**src/rtl/seg7_pkg.sv**
```systemverilog
// Shared constants for the 7-segment scan receiver: glyph table, FSM states, anode classes.
package seg7_pkg;

    // Active-low a-g patterns, bit order {g,f,e,d,c,b,a}; lowercase b and d.
    localparam logic [6:0] HEX_GLYPH [16] = '{
        7'h40, 7'h79, 7'h24, 7'h30, 7'h19, 7'h12, 7'h02, 7'h78,
        7'h00, 7'h10, 7'h08, 7'h03, 7'h46, 7'h21, 7'h06, 7'h0E
    };
    localparam logic [6:0] SEG_BLANK = 7'h7F;

    typedef enum logic [1:0] {ST_IDLE, ST_SETTLE, ST_CAPTURE, ST_HOLD} state_e;

    typedef enum logic [1:0] {AN_NONE, AN_ONE, AN_MULTI} anode_cls_e;

endpackage

```
**src/rtl/seg7_decode.sv**
```systemverilog
// Combinational glyph decoder: active-low a-g pattern to {nibble, blank, bad}; bad and blank give nibble 0.
module seg7_decode
    import seg7_pkg::*;
(
    input  logic [6:0] seg_i,
    output logic [3:0] nib_o,
    output logic       blank_o,
    output logic       bad_o
);

    always_comb begin
        nib_o   = '0;
        blank_o = (seg_i == SEG_BLANK);
        bad_o   = (seg_i != SEG_BLANK);
        for (int i = 0; i < 16; i++) begin
            if (seg_i == HEX_GLYPH[i]) begin
                nib_o = 4'(i);
                bad_o = 1'b0;
            end
        end
    end

endmodule

```
**src/rtl/seg7_scan_capture.sv**
```systemverilog
// Passive 7-segment scan receiver: syncs anodes/cathodes, captures settled digits into slots,
// publishes complete frames with a one-cycle frame_valid; sticky anode/stall error flags.
module seg7_scan_capture
    import seg7_pkg::*;
#(
    parameter int DIGITS        = 8,
    parameter int SETTLE_CYCLES = 1000,
    parameter int STALL_CYCLES  = 200_000
) (
    input  logic                  clk_100MHz,
    input  logic                  reset_button,
    input  logic [DIGITS-1:0]     anodes,
    input  logic [7:0]            cathodes,
    output logic [4*DIGITS-1:0]   frame_hex,
    output logic [DIGITS-1:0]     frame_dp,
    output logic [DIGITS-1:0]     frame_blank,
    output logic [DIGITS-1:0]     frame_bad,
    output logic                  frame_valid,
    output logic                  anode_err,
    output logic                  stall_err
);

    localparam int IW = (DIGITS > 1) ? $clog2(DIGITS) : 1;
    localparam int SW = $clog2(SETTLE_CYCLES + 1);
    localparam int TW = $clog2(STALL_CYCLES + 1);

    logic [DIGITS-1:0]   an_s1_q, an_s2_q, an_prev_q, ref_an_q, ref_an_d;
    logic [7:0]          ca_s1_q, ca_s2_q, ref_ca_q, ref_ca_d;
    logic [IW-1:0]       idx_q, idx_d, hit_idx;
    state_e              state_q, state_d;
    anode_cls_e          cls;
    logic [SW-1:0]       settle_cnt_q, settle_cnt_d;
    logic [TW-1:0]       stall_cnt_q, stall_cnt_d;
    logic                stall_lock_q, stall_lock_d, stall_hit;
    logic [DIGITS-1:0]   mask_q, mask_d, inv;
    logic [4*DIGITS-1:0] buf_hex_q, buf_hex_d, frame_hex_q, frame_hex_d;
    logic [DIGITS-1:0]   buf_dp_q, buf_dp_d, buf_blank_q, buf_blank_d, buf_bad_q, buf_bad_d;
    logic [DIGITS-1:0]   frame_dp_q, frame_dp_d, frame_blank_q, frame_blank_d;
    logic [DIGITS-1:0]   frame_bad_q, frame_bad_d;
    logic                frame_valid_d, frame_valid_q;
    logic                anode_err_q, anode_err_d, stall_err_q, stall_err_d;
    logic                wr_en, load;
    logic [3:0]          dec_nib;
    logic                dec_blank, dec_bad;

    seg7_decode u_decode (
        .seg_i   (ca_s2_q[6:0]),
        .nib_o   (dec_nib),
        .blank_o (dec_blank),
        .bad_o   (dec_bad)
    );

    always_comb begin
        inv     = ~an_s2_q;
        cls     = AN_NONE;
        hit_idx = '0;
        if (inv != '0) cls = ((inv & (inv - 1'b1)) == '0) ? AN_ONE : AN_MULTI;
        for (int i = 0; i < DIGITS; i++) begin
            if (inv[i]) hit_idx = IW'(i);
        end
    end

    // The stall lock keeps the FSM parked until the anode actually moves.
    always_comb begin
        stall_hit    = (cls == AN_ONE) && (an_s2_q == an_prev_q) && !stall_lock_q
                       && (stall_cnt_q == TW'(STALL_CYCLES - 1));
        stall_cnt_d  = '0;
        if ((cls == AN_ONE) && (an_s2_q == an_prev_q) && !stall_lock_q && !stall_hit)
            stall_cnt_d = stall_cnt_q + 1'b1;
        stall_lock_d = stall_lock_q;
        if (stall_hit) stall_lock_d = 1'b1;
        else if (an_s2_q != an_prev_q) stall_lock_d = 1'b0;
    end

    always_comb begin
        state_d       = state_q;
        settle_cnt_d  = settle_cnt_q;
        ref_an_d      = ref_an_q;
        ref_ca_d      = ref_ca_q;
        idx_d         = idx_q;
        mask_d        = mask_q;
        anode_err_d   = anode_err_q;
        stall_err_d   = stall_err_q;
        wr_en         = 1'b0;
        load          = 1'b0;
        frame_valid_d = 1'b0;
        if (cls == AN_MULTI) begin
            anode_err_d = 1'b1;
            mask_d      = '0;
            state_d     = ST_IDLE;
        end else if (stall_hit) begin
            stall_err_d = 1'b1;
            mask_d      = '0;
            state_d     = ST_IDLE;
        end else begin
            case (state_q)
                ST_IDLE:    load = (cls == AN_ONE) && !stall_lock_d;
                ST_SETTLE: begin
                    if (cls != AN_ONE) state_d = ST_IDLE;
                    else if (an_s2_q != ref_an_q || ca_s2_q != ref_ca_q) load = 1'b1;
                    else if (settle_cnt_q == SW'(SETTLE_CYCLES - 1)) state_d = ST_CAPTURE;
                    else settle_cnt_d = settle_cnt_q + 1'b1;
                end
                ST_CAPTURE: begin
                    if (an_s2_q != ref_an_q || ca_s2_q != ref_ca_q) begin
                        if (cls == AN_ONE) load = 1'b1;
                        else state_d = ST_IDLE;
                    end else begin
                        wr_en   = 1'b1;
                        mask_d  = mask_q | (DIGITS'(1) << idx_q);
                        state_d = ST_HOLD;
                        if (&mask_d) begin
                            frame_valid_d = 1'b1;
                            mask_d        = '0;
                        end
                    end
                end
                default: begin
                    if (cls != AN_ONE) state_d = ST_IDLE;
                    else if (an_s2_q != ref_an_q) load = 1'b1;
                end
            endcase
        end
        if (load) begin
            ref_an_d     = an_s2_q;
            ref_ca_d     = ca_s2_q;
            idx_d        = hit_idx;
            settle_cnt_d = '0;
            state_d      = ST_SETTLE;
        end
    end

    // The publishing frame includes the slot written in the same cycle.
    always_comb begin
        buf_hex_d   = buf_hex_q;
        buf_dp_d    = buf_dp_q;
        buf_blank_d = buf_blank_q;
        buf_bad_d   = buf_bad_q;
        if (wr_en) begin
            buf_hex_d[{idx_q, 2'b00} +: 4] = dec_nib;
            buf_dp_d[idx_q]                = ~ca_s2_q[7];
            buf_blank_d[idx_q]             = dec_blank;
            buf_bad_d[idx_q]               = dec_bad;
        end
        frame_hex_d   = frame_valid_d ? buf_hex_d   : frame_hex_q;
        frame_dp_d    = frame_valid_d ? buf_dp_d    : frame_dp_q;
        frame_blank_d = frame_valid_d ? buf_blank_d : frame_blank_q;
        frame_bad_d   = frame_valid_d ? buf_bad_d   : frame_bad_q;
    end

    always_ff @(posedge clk_100MHz) begin
        if (reset_button) begin
            an_s1_q <= '1; an_s2_q <= '1; an_prev_q <= '1; ref_an_q <= '1;
            ca_s1_q <= '1; ca_s2_q <= '1; ref_ca_q <= '1;
            idx_q <= '0; state_q <= ST_IDLE; settle_cnt_q <= '0; stall_cnt_q <= '0;
            stall_lock_q <= 1'b0; mask_q <= '0;
            buf_hex_q <= '0; buf_dp_q <= '0; buf_blank_q <= '0; buf_bad_q <= '0;
            frame_hex_q <= '0; frame_dp_q <= '0; frame_blank_q <= '0; frame_bad_q <= '0;
            frame_valid_q <= 1'b0; anode_err_q <= 1'b0; stall_err_q <= 1'b0;
        end else begin
            an_s1_q <= anodes;   an_s2_q <= an_s1_q;   an_prev_q <= an_s2_q;
            ca_s1_q <= cathodes; ca_s2_q <= ca_s1_q;
            ref_an_q <= ref_an_d; ref_ca_q <= ref_ca_d; idx_q <= idx_d;
            state_q <= state_d; settle_cnt_q <= settle_cnt_d; stall_cnt_q <= stall_cnt_d;
            stall_lock_q <= stall_lock_d; mask_q <= mask_d;
            buf_hex_q <= buf_hex_d; buf_dp_q <= buf_dp_d;
            buf_blank_q <= buf_blank_d; buf_bad_q <= buf_bad_d;
            frame_hex_q <= frame_hex_d; frame_dp_q <= frame_dp_d;
            frame_blank_q <= frame_blank_d; frame_bad_q <= frame_bad_d;
            frame_valid_q <= frame_valid_d; anode_err_q <= anode_err_d; stall_err_q <= stall_err_d;
        end
    end

    assign frame_hex   = frame_hex_q;
    assign frame_dp    = frame_dp_q;
    assign frame_blank = frame_blank_q;
    assign frame_bad   = frame_bad_q;
    assign frame_valid = frame_valid_q;
    assign anode_err   = anode_err_q;
    assign stall_err   = stall_err_q;

endmodule

```
**config.mk**
```make
export PLATFORM = sky130hd
export DESIGN_NAME = seg7_scan_capture
export DESIGN_NICKNAME = d
export VERILOG_FILES = /design/src/rtl/seg7_pkg.sv /design/src/rtl/seg7_decode.sv /design/src/rtl/seg7_scan_capture.sv
export SDC_FILE = /design/constraint.sdc
export NUM_CORES = 1
export LEC_CHECK = 0
export ABC_AREA = 1
export CORE_MARGIN = 2
export CORE_UTILIZATION = 40
export CTS_CLUSTER_DIAMETER = 60
export DETAILED_ROUTE_END_ITERATION = 8
export GPL_ROUTABILITY_DRIVEN = 0
export MAX_ROUTING_LAYER = met4
export SKIP_LAST_GASP = 1
export SYNTH_ARGS = -nofsm -noshare
export SYNTH_HDL_FRONTEND = slang
export SYNTH_SLANG_ARGS = --single-unit
```
**constraint.sdc**
```tcl
create_clock -name clk_100MHz -period 6.1 [get_ports clk_100MHz]
set_clock_uncertainty 0.1 [all_clocks]
set_input_delay 1.525 -clock clk_100MHz [delete_from_list [all_inputs] [get_ports clk_100MHz]]
set_output_delay 1.525 -clock clk_100MHz [all_outputs]
set_load 0.1 [all_outputs]
```
==> flow_metrics.py <==
metrics = {
    "logic_synthesis": {
        "syn_avg_cell_area_sq_um": 7.224,
        "async_flop_share": 0,
        "yosysWarnings": 0,
        "netlist_area_sq_um": 9528,
        "synthTopCellsByArea": "dfxtp_1 (45%), nand2_1 (13%), inv_1 (6.5%)",
        "netlist_instances": 1319,
        "synth-seq-cells": 213,
        "ys_seq_area_frac": 0.4475,
        "yosysUniqueCellTypes": 38,
        "synth_top_cell_area_share": 0.4475,
        "synth_ff_type": "dfxtp_1",
        "synthesis.nets": 1349,
        "synth_edf_count": 0,
        "yosysTopAreaCell": "dfxtp_1",
    },
    "clocking": {
        "ctsResizeCount": 0,
        "cts_tree": "done",
        "cts_hold_buffers": 0,
        "htree_num_levels": 1,
        "path_clk_slew_ns": 0.06,
        "post_cts_buffers": 0,
        "cts.root.buffer_cell": "clkbuf_16",
        "clock_path_buffers": 3,
        "clock-sinks": 213,
        "clk_latency_ns": 0.51,
        "numCtsBuffers": 25,
    },
    "routing": {
        "drc_errors": 0,
        "vias": 8180,
        "firstDrtPassIters": 5,
        "vias_per_cell": 4.778,
        "wl_per_cell_um": 12.63,
        "first_iter_violations": 512,
        "totalWireLength_um": 21630,
        "postRouteAntennaNets": 0,
    },
    "place": {
        "dpl.hpwl_um": 14360,
        "place_ws_ns": 2.319,
        "portBuffers": 76,
        "dp.cells": 1667,
    },
    "grt": {
        "grt_use_met1": 0.2439,
        "antenna_found_initial": 0,
        "grt_util_met2": 0.2801,
        "grt_max_degree": 94,
        "grt_overflow": 0,
        "grt_use_met3": 0.02722,
        "grt_pass1_wl_um": 35940,
        "busiest_layer": "met2",
        "grt_usage": 0.1787,
        "grt_pass1_vias": 7454,
    },
    "timing": {
        "tightestPinTransition_ns": 1.040,
        "tns_ns": 0,
        "rsz0062_at_grt": "false",
        "layout_min_cycle_time_ns": 3.819,
        "fin_crit_sh": 0.6260,
        "slew_violations": 0,
        "fmax_mhz": 261.9,
        "setup_viol": 0,
        "worst_slack_ns": 2.281,
        "hold_viol": 0,
        "timing.hold.ws_ns": 0.3055,
        "slew_headroom": 0.3019,
    },
    "setup_path": {
        "cp_cell_sequence": "inv_1 -> ha_1 -> ha_1 -> o221a_2 -> nand4_1 -> nor2_4 -> buf_4 -> nand3_1 -> nand2_1 -> inv_1",
        "crit_arrival_ns": 4.13,
        "cp_max_fo": 93,
        "worst-setup-path-type": "flip-flop to flip-flop",
        "worstPathRequired_ns": 6.41,
        "reg2reg_depth": 10,
        "crit_path_end_kind": "flip-flop",
        "cp-start-kind": "flip-flop",
        "timing.rr.end": "frame_blank[6]$_SDFFE_PP0P_",
        "r2r_start": "idx_q[0]$_SDFFE_PP0P_",
        "cp_top_family": "buffers and inverters",
        "cpPeakStageDelay_ns": 0.78,
        "cp_num_buf_inv": 3,
        "slowest_stage": "buf_4",
        "reg2reg_slack_ns": 2.28,
    },
    "final_layout": {
        "fin_nets": 1405,
        "finalNonFillerCells": 1712,
        "diodes": 0,
        "drive_above_1_share": 0.08040,
        "area.growth.synth_to_final_pct": 19.04,
    },
    "power": {
        "peakVddDrop_v": 0.0002015,
        "p_per_area_nw_per_um2": 321.9,
        "p_total_mw": 3.651,
        "leakage_nw": 4.995,
    },
    "outcome": {
        "status": "completed",
    },
    "min_path": {
        "min_path_cells": 1,
        "hold_class": "flip-flop to flip-flop",
        "hold_start": "ca_s1_q[1]$_SDFF_PP1_",
        "holdPathEnd": "ca_s2_q[1]$_SDFF_PP1_",
    },
    "die": {
        "coreArea_sq_um": 23400,
        "fp.dieW_um": 158.3,
        "dieArea_sq_um": 25070,
        "die-height_um": 158.3,
        "start_util": 0.4071,
        "ios": 77,
        "floorplan.rows": 56,
    },
    "flow_run": {
        "cap_violations": 0,
    },
}
[sequential cells by signal (all words and copies together) (netlist names), 10 cells and up]
name,flops
buf_hex_q,32
settle_cnt_q,10
stall_cnt_q,18
frame_hex,32
[metal layers]
| metal | share of wire | up-vias |
|---|---|---|
| met4 | 0.017 | 0 |
| met1 | 0.50 | 3693 |
| li1 | - | 4316 |
| met3 | 0.040 | 27 |
| met5 | 0 | - |
| met2 | 0.45 | 144 |
[cells in the mapped netlist, drive strengths merged, types with 5 or more instances]
| cell type | instances |
|---|---|
| nand3 | 106 |
| or2 | 35 |
| xor2 | 10 |
| inv | 168 |
| ha | 12 |
| nor3 | 22 |
| o21a | 46 |
| clkbuf | 28 |
| nand4 | 32 |
| nor2 | 125 |
| o21ai | 46 |
| xnor2 | 10 |
| dfxtp | 213 |
| nand2 | 337 |
| nor4 | 5 |
| a21oi | 87 |
| buf | 23 |
[worst max path at each step]
stage                                   to             startpoint  slack [ns]  cells past startpoint
6_report       frame_blank[6]$_SDFFE_PP0P_  idx_q[0]$_SDFFE_PP0P_        2.28                     10
5_1_grt        frame_blank[5]$_SDFFE_PP0P_  idx_q[0]$_SDFFE_PP0P_        1.97                     10
4_1_cts        frame_blank[6]$_SDFFE_PP0P_  idx_q[0]$_SDFFE_PP0P_        2.29                     10
3_5_place_dp   frame_blank[6]$_SDFFE_PP0P_  idx_q[0]$_SDFFE_PP0P_        2.32                     10
3_3_place_gp    frame_hex[23]$_SDFFE_PP0P_  idx_q[0]$_SDFFE_PP0P_        2.35                     10
2_1_floorplan    frame_hex[8]$_SDFFE_PP0P_  idx_q[0]$_SDFFE_PP0P_        3.39                     13
[per-stage QoR]
step,area (sq um),utilization
final,11340,0.4847
after global routing,11340,0.4847
after CTS,11340,0.4847
after detailed placement,10470,0.4473
after global placement,10470,0.4473
after floorplan,9528,-
[cells in the final DEF (no fill, tap or decap), types with 5 or more instances in the layout]
cell type,count
dfxtp_1,213
a21oi_2,6
a21oi_1,81
clkbuf_16,25
nor3_1,21
clkdlybuf4s50_1,75
nor2_2,5
nand4_1,31
nor2_1,116
ha_1,12
o21ai_0,41
nand3_1,101
o21a_1,46
or2_2,35
nand2_1,335
inv_1,165
o21ai_1,5
xnor2_1,10
clkbuf_8,5
clkinv_2,6
xor2_1,10
[power by group]
group / total (mW) / switching [mW] / internal (mW)
Clock: 1.57 / 0.588 / 0.982
Combinational: 0.564 / 0.397 / 0.167
Sequential: 1.52 / 0.0615 / 1.46
[kinds of logic (layout without fill, tap and decap cells)]
kind of cell,after synthesis,after routing,synth area share
AOI/OAI and AO/OA,187,187,0.1150
xor gates and xnor gates,20,20,0.01838
adders and majority gates,12,12,0.01576
buffers and inverters,221,295,0.09258
DFF,213,213,0.4475
and+or+nand+nor,666,666,0.3107
[final cells by class]
type	count	area, sq um
inverter	170	638.1
timing repair buffer	80	785.8
fill	2412	12060
multi-input combinational	885	4382
clock buffer	33	705.7
clock inverter	12	167.7
tap	319	399.1
sequential	213	4264
(Power assumes the default switching activity.)
